File: src/rtl/simple_bus_mem_responder.sv
// Memory-side simple_bus responder: req/gnt grant, start/rdy transfers, 2^AW x DW register memory.
// Latency: gnt 1 cycle after req; rdy WAIT_CYCLES+1 cycles after accepted start or previous burst beat.
// Backpressure: none; starts arriving while busy or ungranted are dropped, and req low aborts a transfer.
//
// Ports:
//   clk, rst             clock (rising edge) and asynchronous active-high reset
//   req / gnt            bus request from the initiator, registered grant back to it
//   start, addr, mode,   one-cycle transfer strobe with its address, mode (00 nop,
//   wdata                01 read, 10 write, 11 burst read) and write data
//   rdy / rdata          one-cycle completion/beat strobe and its read data
//   err                  only when SB_MEM_PROT_ERR_EN is defined: nop completion or busy start
module simple_bus_mem_responder #(
    parameter int AW          = 8,
    parameter int DW          = 8,
    parameter int WAIT_CYCLES = 2,
    parameter int BURST_LEN   = 4
) (
    input  logic          clk,
    input  logic          rst,
    input  logic          req,
    output logic          gnt,
    input  logic [AW-1:0] addr,
    input  logic [1:0]    mode,
    input  logic [DW-1:0] wdata,
    input  logic          start,
    output logic [DW-1:0] rdata,
    output logic          rdy
`ifdef SB_MEM_PROT_ERR_EN
    ,
    output logic          err
`endif
);

    localparam int BW = (BURST_LEN > 1) ? $clog2(BURST_LEN) : 1;

    localparam logic [1:0] MODE_READ  = 2'b01;
    localparam logic [1:0] MODE_WRITE = 2'b10;
    localparam logic [1:0] MODE_BURST = 2'b11;

    localparam logic [3:0]    WAIT_LD   = 4'(WAIT_CYCLES);
    localparam logic [BW-1:0] LAST_BEAT = BW'(BURST_LEN - 1);

    typedef enum logic [1:0] {
        IDLE    = 2'd0,
        GRANTED = 2'd1,
        ACCESS  = 2'd2,
        RESP    = 2'd3
    } state_t;

    state_t        state_q, state_d;
    logic [AW-1:0] addr_q, addr_d;
    logic [1:0]    mode_q, mode_d;
    logic [DW-1:0] wdata_q, wdata_d;
    logic [3:0]    wait_q, wait_d;
    logic [BW-1:0] beat_q, beat_d;
    logic          gnt_q, gnt_d;
    logic          rdy_q, rdy_d;
    logic [DW-1:0] rdata_q, rdata_d;
`ifdef SB_MEM_PROT_ERR_EN
    logic          err_q, err_d;
`endif

    logic [DW-1:0] mem_q [2**AW];
    logic          mem_we;
    logic          resp_read;

    always_comb begin
        state_d = state_q;
        addr_d  = addr_q;
        mode_d  = mode_q;
        wdata_d = wdata_q;
        wait_d  = wait_q;
        beat_d  = beat_q;
        mem_we  = 1'b0;

        case (state_q)
            IDLE: begin
                if (req) begin
                    state_d = GRANTED;
                end
            end

            GRANTED: begin
                // A start coinciding with req falling is dropped: release wins.
                if (!req) begin
                    state_d = IDLE;
                end else if (start) begin
                    addr_d  = addr;
                    mode_d  = mode;
                    wdata_d = wdata;
                    beat_d  = '0;
                    wait_d  = WAIT_LD;
                    // With no wait cycles the very next cycle is already the response.
                    state_d = (WAIT_LD == 4'd0) ? RESP : ACCESS;
                end
            end

            ACCESS: begin
                // ACCESS spans WAIT_CYCLES cycles, so the last one is wait_q == 1.
                if (!req) begin
                    state_d = IDLE;
                end else begin
                    wait_d = wait_q - 4'd1;
                    if (wait_q <= 4'd1) begin
                        state_d = RESP;
                    end
                end
            end

            RESP: begin
                // The response cycle is already visible on rdy, so a write
                // commits even if req drops in this same cycle.
                mem_we = (mode_q == MODE_WRITE);
                if (!req) begin
                    state_d = IDLE;
                end else if (mode_q == MODE_BURST && beat_q != LAST_BEAT) begin
                    addr_d  = addr_q + AW'(1);
                    beat_d  = beat_q + BW'(1);
                    wait_d  = WAIT_LD;
                    state_d = (WAIT_LD == 4'd0) ? RESP : ACCESS;
                end else begin
                    state_d = GRANTED;
                end
            end

            default: state_d = IDLE;
        endcase

        gnt_d = (state_d != IDLE);

        // Outputs are registered, so they are computed from the next-cycle
        // state and the address of the beat about to be presented.
        resp_read = (state_d == RESP) && (mode_d == MODE_READ || mode_d == MODE_BURST);
        rdata_d   = resp_read ? mem_q[addr_d] : '0;

`ifdef SB_MEM_PROT_ERR_EN
        rdy_d = (state_d == RESP) && (mode_d != 2'b00);
        err_d = ((state_d == RESP) && (mode_d == 2'b00))
              || (start && (state_q == ACCESS || state_q == RESP));
`else
        rdy_d = (state_d == RESP);
`endif
    end

    always_ff @(posedge clk or posedge rst) begin
        if (rst) begin
            state_q <= IDLE;
            addr_q  <= '0;
            mode_q  <= '0;
            wdata_q <= '0;
            wait_q  <= '0;
            beat_q  <= '0;
            gnt_q   <= 1'b0;
            rdy_q   <= 1'b0;
            rdata_q <= '0;
`ifdef SB_MEM_PROT_ERR_EN
            err_q   <= 1'b0;
`endif
        end else begin
            state_q <= state_d;
            addr_q  <= addr_d;
            mode_q  <= mode_d;
            wdata_q <= wdata_d;
            wait_q  <= wait_d;
            beat_q  <= beat_d;
            gnt_q   <= gnt_d;
            rdy_q   <= rdy_d;
            rdata_q <= rdata_d;
`ifdef SB_MEM_PROT_ERR_EN
            err_q   <= err_d;
`endif
        end
    end

    // Memory contents survive reset.
    always_ff @(posedge clk) begin
        if (mem_we) begin
            mem_q[addr_q] <= wdata_q;
        end
    end

    assign gnt   = gnt_q;
    assign rdy   = rdy_q;
    assign rdata = rdata_q;
`ifdef SB_MEM_PROT_ERR_EN
    assign err   = err_q;
`endif

endmodule

File: config.mk
export PLATFORM = sky130hd
export DESIGN_NAME = simple_bus_mem_responder
export DESIGN_NICKNAME = d
export VERILOG_FILES = /design/src/rtl/simple_bus_mem_responder.sv
export SDC_FILE = /design/constraint.sdc
export NUM_CORES = 2
export LEC_CHECK = 0
export CAP_MARGIN = 20
export CORE_MARGIN = 2
export CORE_UTILIZATION = 45
export CTS_BUF_LIST = sky130_fd_sc_hd__clkbuf_4 sky130_fd_sc_hd__clkbuf_8
export DETAILED_ROUTE_END_ITERATION = 16
export HOLD_SLACK_MARGIN = 0.15
export PLACE_DENSITY = 0.58
export SYNTH_ARGS = -nofsm -noshare
export SYNTH_HDL_FRONTEND = slang
export SYNTH_SLANG_ARGS = --single-unit
File: constraint.sdc
create_clock -name clk -period 4.7 [get_ports clk]
set_input_delay 1.175 -clock clk [delete_from_list [all_inputs] [get_ports clk]]
set_output_delay 1.175 -clock clk [all_outputs]
set_load 0.05 [all_outputs]
==> results.md <==
* Full die area at roughly 0.19 mm²
* Synth async-reset ratio at 0.0173
* WL per Instance at between 20 and 30 µm
* Fin nets at roughly 6.6k
* Setup crit start: req
* Via count at 54.4k
* DRC Markers at 0
* Remaining antenna violation count after routing at 0
* Ys flop type: edfxtp_1
* Initial Util at 0.452
* RSZ-0062 raised after global routing: no
* Final Hold Viols at 0
* Cell family with most CP delay: buffers and inverters
* Synthesized cell area at 0.0838 mm²
* Root Buffer: clkbuf_8
* Setup Buffers After CTS at 0
* Worst EP arrival at between 5 and 6 ns
* Logic pwr share at 0.271
* Part of the Yosys area used for sequential elements at 0.745
* Gr ovfl total at 0
* IO Pins at 32
* Post_cts resized at 0
* Slowest cell on the critical path: clkdlybuf4s50_1
* Hold wc startpoint: beat_q[0]
* Crit path largest cell delay at roughly 0.47 ns
* Critical R2R Launch: beat_q[0]
* Max-Cap Viols at 0
* Worst EP required at ~5.6 ns
* Critical path launch point type: input pin
* Power Dens Cells at between 500 and 600 mW/mm²
* CP Capture Type: flop
* Clk slew on worst S/H paths at roughly 0.060 ns
* Crit Path Max Fanout at 28
* Psw at between 15000 and 20000 µW
* Worst Hold Class: flop to flop
* Drt total wl at between 200000 and 250000 µm
* Synth cell types at 71
* CTS Hold Buffers Added at 0
* Syn_area_per_cell at 13.9 µm²
* Clk sink count at around 2.1k
* DRT iter0 DRCs at roughly 5.8k
* Buffer and inverter count on the worst path at 9
* Fmax achieved at between 0.2 and 0.25 GHz
* Die H at between 400 and 500 µm
* Power share of the clock group at 0.298
* Fin crit period at between 4 and 5 ns
* Switching Share at 0.324
* Final Slew Violations at 0
* Multi-input logic area at about 0.019 mm²
* Worst slack, placed at -0.611 ns
* Storage cell area at ~0.062 mm²
* Synth Net Count at around 6.0k
* Max IR drop VDD at approximately 0.33 mV
* RePlAce Congestion at 0.896
* Initial antenna violation count at 8
* P_int at 34800 µW
* Fill cells at around 16k
* Cell area after layout at ~0.097 mm²
* Least-Margin Pin Slew at about 1.2 ns
* Post-DP Area at a little over 0.09 mm²
* Mapped Cells at about 6.0k
* Relative slew slack at 0.177
* Clock Latency Late Sink at approximately 1.1 ns
* Sequential share of power at 0.431
* Detail Placement HPWL at 151000 µm
* Detailed Routing Iterations Pass 1 at 6
* Die Wd at 435 µm
* Detailed-route vias per instance at 5.87
* Area Growth Syn to Fin at 16.1%
* Yosys warns at 0
* Final cycle utilization of the critical path at 0.909
* Finished Layout Cells at 9266
* WS Path Type: input pin to flop
* Gr usage total at 0.254
* Final-report setup violation count at 0
* Final Power at between 50000 and 60000 µW
* Post-synth EDFFs at just over 2k
* Port Buffers at 31
* H-tree Lvls at 5
* Critical Path Most Common Cell: buf_4
* Dpl cells at between 8k and 9k
* Clock Skew at 0.116 ns
* Final WS setup at 0.428 ns
* Core Region at between 0.15 and 0.2 mm²
* Outcome: complete, no violations
* LEAKAGE at around 0.033 µW
* Site row count at 158
* CTS tree: built
* First-pass GRT wire length at between 300000 and 400000 µm
* CTS Buffer Depth at 4
* Layout cells sized above 1 at 0.177
* Crit-path cells: clkdlybuf4s50_1, buf_4, nand4b_2, o211ai_1, buf_12, nand2_8, inv_8, buf_12, buf_4, buf_4, buf_12, nand2_1, a311oi_1, a311oi_1, a21oi_1, buf_4, o22ai_1, o21ai_0, o2bb2ai_1
* Register bit total from synthesis at around 2.1k
* CTS buffer count at between 300 and 400
* Number of global-route vias before repair at between 50k and 60k
* Largest net degree at the start of global routing at around 160
==> cell usage in the layout, fill, tap and decap left out, types with 9 or more instances in the layout <==
cell / netlist / final
edfxtp_1: 2048 / 2048
nand2_1: 1454 / 1438
buf_4: 55 / 481
nand3_1: 392 / 392
clkbuf_8: 0 / 368
nor2_1: 292 / 291
and3_1: 267 / 266
a311oi_1: 265 / 265
a211oi_1: 203 / 203
a31oi_1: 127 / 127
clkinv_1: 0 / 103
clkbuf_4: 0 / 102
buf_12: 0 / 99
mux4_2: 60 / 60
o21ai_0: 57 / 57
a21oi_1: 40 / 40
mux2i_1: 34 / 34
a22oi_1: 31 / 31
clkdlybuf4s50_1: 0 / 31
dfrtp_1: 36 / 28
clkinv_2: 0 / 27
o211ai_1: 25 / 25
nor3_1: 24 / 23
nand4_1: 21 / 21
o211a_1: 18 / 18
nand2_2: 0 / 16
or3_1: 14 / 14
o221ai_1: 13 / 13
inv_1: 12 / 10
a32oi_1: 10 / 10
o22ai_1: 9 / 9
==> cell type report <==
cell class | count | area share
well taps | 2480 | 0.0319
clock buffers | 470 | 0.0600
clock inverters | 140 | 0.00711
multi-input cells | 3457 | 0.197
repair buffers | 611 | 0.0607
inverters | 16 | 0.000875
flip-flops and latches | 2084 | 0.642
diodes | 8 | 0.000206
==> synthesized netlist by cell type, types with 10 or more instances <==
master    count  area, µm²
edfxtp_1   2048      61500
nand2_1    1454       5460
nand3_1     392       1960
nor2_1      292       1100
and3_1      267       1670
a311oi_1    265       2320
clkbuf_1    204        766
a211oi_1    203       1520
buf_2       157        786
a31oi_1     127        795
mux4_2       60       1350
o21ai_0      57        285
buf_4        55        413
a21oi_1      40        200
dfrtp_1      36        901
mux2i_1      34        340
a22oi_1      31        233
o211ai_1     25        188
nor3_1       24        120
buf_1        21       78.8
nand4_1      21        131
o211a_1      18        180
or3_1        14       87.6
o221ai_1     13        114
buf_6        12        135
inv_1        12       45.0
a32oi_1      10       87.6
==> per-stage QoR <==
step | hold WS [ns] | util | setup TNS (ns)
finish | 0.542 | 0.525 | 0
CTS | 0.528 | 0.525 | 0
floorplan | 0.506 | - | 0
global placement | 0.518 | 0.489 | -3.26
detailed placement | 0.529 | 0.490 | -3.41
global route | 0.555 | 0.525 | 0
==> cells by family (layout without fill, tap and decap cells) <==
logic type	after synthesis	after routing	share of synthesized area
AND/OR/NAND/NOR	2501	2501	0.129
flip-flops	2084	2084	0.745
AO/OA/AOI/OAI	852	852	0.0774
buffers and inverters	466	1237	0.0268
multiplexers	95	95	0.0203
adder cells (fa/ha/maj)	7	7	0.00105
XOR/XNOR	2	2	0.000209
other	0	8	0
==> metal layers <==
metal  GRT usage  share of wire  vias up
li1            -              -    24000
met1       0.357           0.42    27500
met2       0.393           0.46     2494
met3      0.0473          0.086      485
met4       0.101          0.038        2
met5           0       0.000053        -
==> sequential cells by signal (all words and copies together) (netlist names), named ones only <==
signal and flops:
rdy 1, wdata_q 8, beat_q 2, state_q 2, wait_q 4, mode_q 1, addr_q 8, gnt 1
mem_q 2048, rdata 8
==> power by group through the flow <==
stage | clock (µW) | sequential [µW] | combinational [µW]
6_report | 15400 | 22200 | 13900
5_1_grt | 16400 | 22200 | 14800
4_1_cts | 15600 | 22200 | 13800
3_5_place_dp | 0 | 22600 | 13800
3_3_place_gp | 0 | 22600 | 13700
2_1_floorplan | 0 | 23300 | 6540
==> final timing paths <==
| kind | to | slack, ns | cells past startpoint |
|---|---|---|---|
| worst max-delay path | rdata[1] | 0.43 | 19 |
| worst min-delay path | beat_q[0] | 0.54 | 1 |
| worst max register to register | rdata[6] | 0.46 | 17 |
| worst min register to register | beat_q[0] | 0.54 | 1 |
| max in group asynchronous | wdata_q[5] | 3.60 | 3 |
| min in group asynchronous | rdata[2] | 0.60 | 3 |
Note: power is estimated with default switching activity, not from simulation.
